### src/rtl/fpu_req_scheduler.sv
// Round-robin scheduler sharing one FPU core among NREQ requesters; each
// accepted request yields exactly one tagged response (result, flags, error).
module fpu_req_scheduler #(
  parameter int NREQ    = 2,
  parameter int IDW     = 1,
  parameter int TIMEOUT = 64
) (
  input  logic                wb_clk_i,
  input  logic                wb_rst_ni,
  input  logic [NREQ-1:0]     req_valid,
  output logic [NREQ-1:0]     req_ready,
  input  logic [32*NREQ-1:0]  req_a,
  input  logic [32*NREQ-1:0]  req_b,
  input  logic [3*NREQ-1:0]   req_op,
  input  logic [3*NREQ-1:0]   req_rnd,
  output logic                rsp_valid,
  input  logic                rsp_ready,
  output logic [IDW-1:0]      rsp_id,
  output logic [31:0]         rsp_data,
  output logic [7:0]          rsp_flags,
  output logic [1:0]          rsp_err,
  output logic [31:0]         fpu_in1,
  output logic [31:0]         fpu_in2,
  output logic [2:0]          fpu_opcode,
  output logic [2:0]          fpu_round,
  output logic                fpu_rst,
  output logic                fpu_act,
  input  logic [31:0]         fpu_out,
  input  logic [7:0]          fpu_flags,
  input  logic                fpu_done,
  output logic                busy
);

  localparam logic [2:0]     OP_ADD      = 3'd0;
  localparam logic [2:0]     OP_CMP      = 3'd4;
  localparam logic [1:0]     ERR_OK      = 2'd0;
  localparam logic [1:0]     ERR_ILLEGAL = 2'd1;
  localparam logic [1:0]     ERR_TIMEOUT = 2'd2;
  localparam logic [5:0]     CNT_LAST    = 6'(TIMEOUT - 1);
  localparam logic [IDW-1:0] PTR_RESET   = IDW'(NREQ - 1);

  typedef enum logic [1:0] {IDLE, CLEAR, RUN, RESP} state_e;

  state_e         state_q;
  logic [IDW-1:0] ptr_q;
  logic [5:0]     cnt_q;
  logic [31:0]    in1_q, in2_q;
  logic [2:0]     op_q, rnd_q;
  logic           fpu_rst_q, fpu_act_q;
  logic           rsp_valid_q;
  logic [IDW-1:0] rsp_id_q;
  logic [31:0]    rsp_data_q;
  logic [7:0]     rsp_flags_q;
  logic [1:0]     rsp_err_q;

  logic [IDW-1:0] win_idx_d;
  logic           win_valid_d;
  logic [31:0]    win_a_d, win_b_d;
  logic [2:0]     win_op_d, win_rnd_d;
  logic           win_legal_d;
  int             cand;

  // Search starts just after the last winner and wraps, so the previous
  // winner has the lowest priority in the next round.
  always_comb begin
    win_idx_d   = '0;
    win_valid_d = 1'b0;
    cand        = 0;
    for (int k = 0; k < NREQ; k++) begin
      cand = int'(ptr_q) + 1 + k;
      if (cand >= NREQ) cand = cand - NREQ;
      if (!win_valid_d && req_valid[cand]) begin
        win_valid_d = 1'b1;
        win_idx_d   = IDW'(cand);
      end
    end
  end

  assign win_a_d     = req_a[32*int'(win_idx_d) +: 32];
  assign win_b_d     = req_b[32*int'(win_idx_d) +: 32];
  assign win_op_d    = req_op[3*int'(win_idx_d) +: 3];
  assign win_rnd_d   = req_rnd[3*int'(win_idx_d) +: 3];
  assign win_legal_d = (win_op_d == OP_ADD) || (win_op_d == OP_CMP);

  always_comb begin
    req_ready = '0;
    if (wb_rst_ni && state_q == IDLE && win_valid_d) req_ready[win_idx_d] = 1'b1;
  end

  always_ff @(posedge wb_clk_i or negedge wb_rst_ni) begin
    if (!wb_rst_ni) begin
      state_q     <= IDLE;
      ptr_q       <= PTR_RESET;
      cnt_q       <= '0;
      in1_q       <= '0;
      in2_q       <= '0;
      op_q        <= '0;
      rnd_q       <= '0;
      fpu_rst_q   <= 1'b0;
      fpu_act_q   <= 1'b0;
      rsp_valid_q <= 1'b0;
      rsp_id_q    <= '0;
      rsp_data_q  <= '0;
      rsp_flags_q <= '0;
      rsp_err_q   <= '0;
    end else begin
      case (state_q)
        IDLE: begin
          if (win_valid_d) begin
            ptr_q    <= win_idx_d;
            rsp_id_q <= win_idx_d;
            if (win_legal_d) begin
              in1_q     <= win_a_d;
              in2_q     <= win_b_d;
              op_q      <= win_op_d;
              rnd_q     <= win_rnd_d;
              fpu_rst_q <= 1'b1;
              state_q   <= CLEAR;
            end else begin
              rsp_valid_q <= 1'b1;
              rsp_data_q  <= '0;
              rsp_flags_q <= '0;
              rsp_err_q   <= ERR_ILLEGAL;
              state_q     <= RESP;
            end
          end
        end
        CLEAR: begin
          fpu_rst_q <= 1'b0;
          fpu_act_q <= 1'b1;
          cnt_q     <= '0;
          state_q   <= RUN;
        end
        RUN: begin
          // A done arriving on the last allowed cycle still counts as success.
          if (fpu_done || cnt_q == CNT_LAST) begin
            fpu_act_q   <= 1'b0;
            in1_q       <= '0;
            in2_q       <= '0;
            op_q        <= '0;
            rnd_q       <= '0;
            rsp_valid_q <= 1'b1;
            state_q     <= RESP;
            if (fpu_done) begin
              rsp_data_q  <= (op_q == OP_CMP) ? 32'd0 : fpu_out;
              rsp_flags_q <= fpu_flags;
              rsp_err_q   <= ERR_OK;
            end else begin
              rsp_data_q  <= '0;
              rsp_flags_q <= '0;
              rsp_err_q   <= ERR_TIMEOUT;
            end
          end else begin
            cnt_q <= cnt_q + 6'd1;
          end
        end
        RESP: begin
          if (rsp_ready) begin
            rsp_valid_q <= 1'b0;
            state_q     <= IDLE;
          end
        end
        default: state_q <= IDLE;
      endcase
    end
  end

  assign fpu_in1    = in1_q;
  assign fpu_in2    = in2_q;
  assign fpu_opcode = op_q;
  assign fpu_round  = rnd_q;
  assign fpu_rst    = fpu_rst_q;
  assign fpu_act    = fpu_act_q;
  assign rsp_valid  = rsp_valid_q;
  assign rsp_id     = rsp_id_q;
  assign rsp_data   = rsp_data_q;
  assign rsp_flags  = rsp_flags_q;
  assign rsp_err    = rsp_err_q;
  assign busy       = (state_q != IDLE);

endmodule

### config.mk
export PLATFORM = sky130hd
export DESIGN_NAME = fpu_req_scheduler
export DESIGN_NICKNAME = d
export VERILOG_FILES = /design/src/rtl/fpu_req_scheduler.sv
export SDC_FILE = /design/constraint.sdc
export NUM_CORES = 1
export LEC_CHECK = 0
export ABC_CLOCK_PERIOD_IN_PS = 3500
export BUFFER_PORTS_ARGS = -buffer_cell sky130_fd_sc_hd__buf_2
export CAP_MARGIN = 10
export CORE_ASPECT_RATIO = 1.1
export CORE_MARGIN = 5
export CORE_UTILIZATION = 30
export DETAILED_ROUTE_END_ITERATION = 10
export GPL_TIMING_DRIVEN = 1
export PLACE_DENSITY = 0.53
export SYNTH_ARGS = -nofsm -noshare
export SYNTH_HDL_FRONTEND = slang
export SYNTH_SLANG_ARGS = --single-unit
### constraint.sdc
create_clock -name wb_clk_i -period 3.5 [get_ports wb_clk_i]
set_clock_uncertainty 0.15 [all_clocks]
set_input_delay 0.7 -clock wb_clk_i [delete_from_list [all_inputs] [get_ports wb_clk_i]]
set_output_delay 0.7 -clock wb_clk_i [all_outputs]
set_load 0.01 [all_outputs]
### Yosys cells after proc, flatten, opt, wreduce, memory -nomap -nowiden

Cells that the tools add are included.

| word-level totals | value |
|---|---|
| register bits after elaboration | 125 |
| word-level logic and storage cells | 126 |
| output and inout port bits | 119 |
| input bits | 186 |

| cells by class | value |
|---|---|
| equality and inequality tests | 12 |
| shift operators | 4 |
| magnitude comparators | 6 |
| reduce and logical (&&, ||, !) cells | 22 |
| muxes and demuxes | 62 |
| multipliers | 1 |
| add/sub/neg operators | 5 |

Operator list:

| operator | number |
|---|---|
| 32-bit 2-to-1 mux | 12 |
| 32-bit case mux with 2 select lines | 3 |
| 64-bit by 7-bit indexed part select with 32-bit output | 2 |
| 32-bit by 3-bit less-than comparator with 1-bit output, second input constant | 2 |
| 32-bit by 3-bit greater-or-equal comparator with 1-bit output, second input constant | 1 |
| 8-bit 2-to-1 mux | 4 |
| 6-bit by 32-bit indexed part select with 3-bit output | 1 |
| 32-bit by 3-bit subtractor with 32-bit output, second input constant | 1 |
| 1-bit 2-to-1 mux | 18 |
| 2-bit 2-to-1 mux | 9 |
| 8-bit case mux with 2 select lines | 1 |
| 3-bit 2-to-1 mux | 5 |
| 2-bit inequality test, second input constant | 6 |
| 3-bit case mux with 2 select lines | 2 |
| 6-bit case mux with 2 select lines | 1 |
| 2-bit case mux with 4 select lines | 1 |
| 4-bit AND reduction | 2 |
| 2-bit nonzero test | 4 |
| 6-bit by 1-bit adder with 6-bit output, second input constant | 1 |
| 3-bit equality test, second input constant | 2 |
| 6-bit equality test, second input constant | 1 |
| 6-bit 2-to-1 mux | 1 |
| 2-bit AND reduction | 3 |
| 3-bit AND reduction | 2 |
| 21 further kinds | 27 |

### Logic depth before layout (Yosys ltp)

| depth | value |
|---|---|
| depth after elaboration | 17 |
| mapped depth | 9 |
| depth with buffers taken out | 6 |

### Least setup slack after synthesis

Ideal clock, no wire load.

| timing | value |
|---|---|
| path kind | in2out |
| start point | input port req_valid[0] |
| end point | output port req_ready[1] |
| stages | 5 |
| path slack | 0.654 ns |
| arrival time | 1.996 ns |
| required time | 2.650 ns |
| cells stage by stage | buf_2 > a21boi_1 > clkbuf_1 > clkbuf_1 > and3_1 |

| between the ends | value |
|---|---|
| word-level cells in the longest chain between the ends | 12 |

Ends and longest elaborated chain:

| what | line | source |
|---|---|---|
| start: declaration | 10 | `input logic [NREQ-1:0] req_valid,` |
| 1-bit 2-to-1 mux (not written as such) (3 in series) | 72 | `if (!win_valid_d && req_valid[cand]) begin` |
| 1-bit 2-to-1 mux | 72 |  |
| 1-bit zero test | 72 |  |
| 1-bit logical AND | 72 |  |
| 1-bit 2-to-1 mux | 72 |  |
| 1-bit by 2-bit less-than comparator with 1-bit output (not written as such) / 1-bit greater-or-equal comparator (equally long branches) | 87 | `if (wb_rst_ni && state_q == IDLE && win_valid_d) req_ready[win_idx_d] = 1'b1;` |
| 1-bit logical AND (not written as such) | 87 |  |
| 1-bit 2-to-1 mux (not written as such) | 87 |  |
| 1-bit demux with 1-bit select | 87 |  |
| 2-bit 2-to-1 mux (*) | 87 |  |
| end: declaration | 11 | `output logic [NREQ-1:0] req_ready,` |

Mark *: on every way between the ends. The rest lies on a longest branch, timed or not. The select of a mux whose other input is x is not followed.

### Worst setup path in the final report

| timing | value |
|---|---|
| start point | input port req_valid[1] |
| end point | output port req_ready[1] |

The elaborated chain is that of the path after synthesis.

==> impl_metrics.py <==
metrics = {
    "synthesis": {
        "synth-simple-area-share_pct": 13.9,
        "synth_compound_gate_area_share_pct": 8.29,
        "synth.net_count": 829,
        "synth_edf_count": 0,
        "synth_seq_area_share_pct": 50.1,
        "yosysTopAreaCell": "dfrtp_1",
        "ys_seq_elements": 125,
        "synth_top_cell_area_share_pct": 49.7,
        "synth_xor_area_share_pct": 0.140,
        "synthMuxAreaShare_pct": 20.5,
        "synth-adder-area-share_pct": 1.20,
        "synth_warnings": 0,
        "netlist_instances": 637,
        "avgSynthCellArea_um2": 9.81,
        "synthArstFlopShare_pct": 100,
        "synthTopCellsByArea": "dfrtp_1 50%, mux2_1 14%, nand2_1 11%",
        "synth_top_family_by_area": "multiplexers",
        "syn_area_um2": 6250,
        "synth.distinct_cells": 33,
        "synthFlopType": "dfrtp_1",
    },
    "floorplanning": {
        "rows": 55,
        "ios": 305,
        "coreArea_um2": 20600,
        "design.die.area_um2": 23800,
        "die_w_um": 148,
        "start_util_pct": 30.4,
        "fp.dieH_um": 161,
    },
    "detailed_routing": {
        "dr.first_iter.drc_count": 149,
        "drc": 0,
        "drt-total-wl_mm": 18.1,
        "vias": 5354,
        "viasPerCell": 4.47,
        "antenna_left": 0,
        "wl_per_cell_um": 15.1,
        "dr.pass1.iters": 4,
    },
    "grt": {
        "grt_pass1_wl_mm": 28.2,
        "antenna_found_initial": 0,
        "grt_usage_pct": 14.8,
        "overflow": 0,
        "grt_start_max_net_pins": 71,
        "grt_pass1_vias": 5417,
    },
    "sta": {
        "min_period_over_period_pct": 80.2,
        "period_needed_ps": 2810,
        "slew_violations": 0,
        "rsz0062_at_grt": "false",
        "relSlewSlack_pct": 47.1,
        "tns_ps": 0,
        "setup_violations": 0,
        "worst_pin_slew_ps": 794,
        "hold_viol": 0,
        "max_freq_ghz": 0.356,
    },
    "critical_path": {
        "cp.buffers_inverters": 3,
        "cp-end-kind": "output port",
        "crit_fanout": 69,
        "critPathArrivalTime_ps": 1960,
        "crit_family": "buffers and inverters",
        "slowest_stage": "buf_4",
        "startpoint_type": "input port",
        "crit_chain": "buf_2, a21boi_4, buf_4, and3_1, buf_2",
        "worst_ep_required_time_ps": 2650,
        "slowest_delay_ps": 540,
        "crit_type": "in -> out",
        "cp_common_cell": "buf_2",
    },
    "clock_tree": {
        "clockRootBuffer": "clkbuf_16",
        "cts_resized": 0,
        "cts.clk_slew.worst_paths_ps": 60,
        "numCtsBuffers": 17,
        "ctsHtreeMaxLevel": 4,
        "insertion_delay_ps": 410,
        "postCtsHoldBufs": 0,
        "cts_setup_buffers": 0,
        "clock-sinks": 125,
        "cts_tree": "built",
        "clockBufferDepth": 2,
    },
    "final_layout": {
        "area_growth_pct": 38.6,
        "n_antenna_cell": 0,
        "nets": 1122,
        "instances_no_fill": 1199,
        "n_fill_cell": 2085,
        "drive_above_1_share_pct": 37.6,
    },
    "run_status": {
        "outcome": "finished, final reports clean",
    },
    "job": {
        "drv_cap": 0,
    },
    "place": {
        "port_buffers": 304,
        "dp_hpwl_mm": 13.6,
        "globalplace.congestion": 0.746,
        "placed_cells": 1167,
    },
    "pwr": {
        "irDropWorstVdd_v": 0.000415,
        "power.leakage_nw": 4.70,
        "power_per_cell_area_nw_per_um2": 891,
    },
    "hold_path": {
        "hp-class": "in -> async",
    },
}
-- synth_stat cells (2+ instances only) --
cell type  instances
nand2_1          176
a21boi_1           2
mux2i_1           39
dfrtp_1          124
a21oi_1           72
and3_1             9
inv_1             41
mux2_1            78
nor2_1            11
o21ai_1            4
buf_2              6
ha_1               6
nand3_1            9
nor3b_1            3
clkbuf_1          29
a211o_1            3
nor2b_1            3
buf_6              7
-- worst register-to-register path: stages (launching register included) --
cell and delay [ps]:
dfrtp_1 370, inv_1 100, ha_1 380, nor3b_1 230
mux2i_1 300, nand3_2 560, mux2_1 520
-- metrics by stage --
step	worst slack, ps	util, %	hold slack [ps]	power (mW)	cell area [µm²]
6_report	693	42.1	64.3	7.72	8660
2_1_floorplan	654	-	254	4.68	6250
4_1_cts	681	42.1	58.7	7.91	8660
3_5_place_dp	673	39.0	319	5.95	8030
5_1_grt	551	42.1	80.3	8.31	8660
3_3_place_gp	669	39.0	312	5.91	8030
-- layout by cell type (no fill, tap or decap), types with 3 or more instances in the layout --
master	synthesis	final
nor3b_1	3	3
clkinv_4	0	3
bufinv_16	0	4
a21oi_1	72	71
nor2b_1	3	3
buf_4	0	10
dfrtp_1	124	124
clkinvlp_4	0	4
clkbuf_16	0	17
nor2_1	11	11
ha_1	6	5
and3_1	9	9
inv_1	41	41
mux2_1	78	78
o21ai_1	4	4
buf_2	6	303
mux2i_1	39	39
nand2_1	176	176
buf_12	0	3
nand3_1	9	8
a211o_1	3	3
-- final timing paths --
kind | from | to | cells past startpoint | slack (ps)
setup / recovery | req_valid[1] | req_ready[1] | 5 | 690
hold / removal | wb_rst_ni | rsp_data[30]$_DFFE_PN0P_ | 1 | 60
setup reg to reg | state_q[0]$_DFFE_PN0P_ | rsp_err[0]$_DFFE_PN0P_ | 6 | 780
hold reg to reg | fpu_in2[17]$_DFFE_PN0P_ | fpu_in2[17]$_DFFE_PN0P_ | 1 | 330
max in group asynchronous | wb_rst_ni | fpu_in1[1]$_DFFE_PN0P_ | 2 | 1990
min in group wb_clk_i | fpu_in2[17]$_DFFE_PN0P_ | fpu_in2[17]$_DFFE_PN0P_ | 1 | 330
-- layer usage --
metal  vias to the layer above  GRT usage (%)  wire (µm)
li1                       2704              -          -
met1                      2408           17.5       7590
met2                       221           24.3       8240
met3                        21           6.45       2000
met4                         0           4.66        278
met5                         -              0          0
-- cell families (layout without fill, tap and decap cells) --
family                   after synthesis  count (layout)
AND/OR/NAND/NOR                      214             214
AO/OA/AOI/OAI                         90              90
XOR/XNOR                               1               1
buffers and inverters                 83             389
adder cells (fa/ha/maj)                6               6
multiplexers                         118             118
flip-flops                           125             125
-- power breakdown --
part	leakage, nW	total, mW	switching, mW	internal [mW]
clock	0.296	1.88	0.670	1.21
sequential	1.62	2.38	0.305	2.08
combinational	2.78	3.45	1.92	1.54
-- cell type report --
cell class              instances  area, µm²  share of cell area, %
repair buffers                316       1650                   19.1
multi-input cells             429       2770                   32.0
clock buffers                  19        443                   5.12
inverters                      41        154                   1.78
well taps                     256        320                   3.70
flip-flops and latches        125       3130                   36.1
clock inverters                13        190                   2.20
-- state kept, by name, indices dropped and copies added (netlist names) --
register,cells
fpu_in1,32
fpu_in2,32
rsp_data,32
rsp_flags,8
cnt_q,6
fpu_opcode,3
fpu_round,3
rsp_err,2
state_q,2
fpu_act,1
fpu_rst,1
ptr_q,1
rsp_id,1
rsp_valid,1
(Power assumes the default switching activity.)
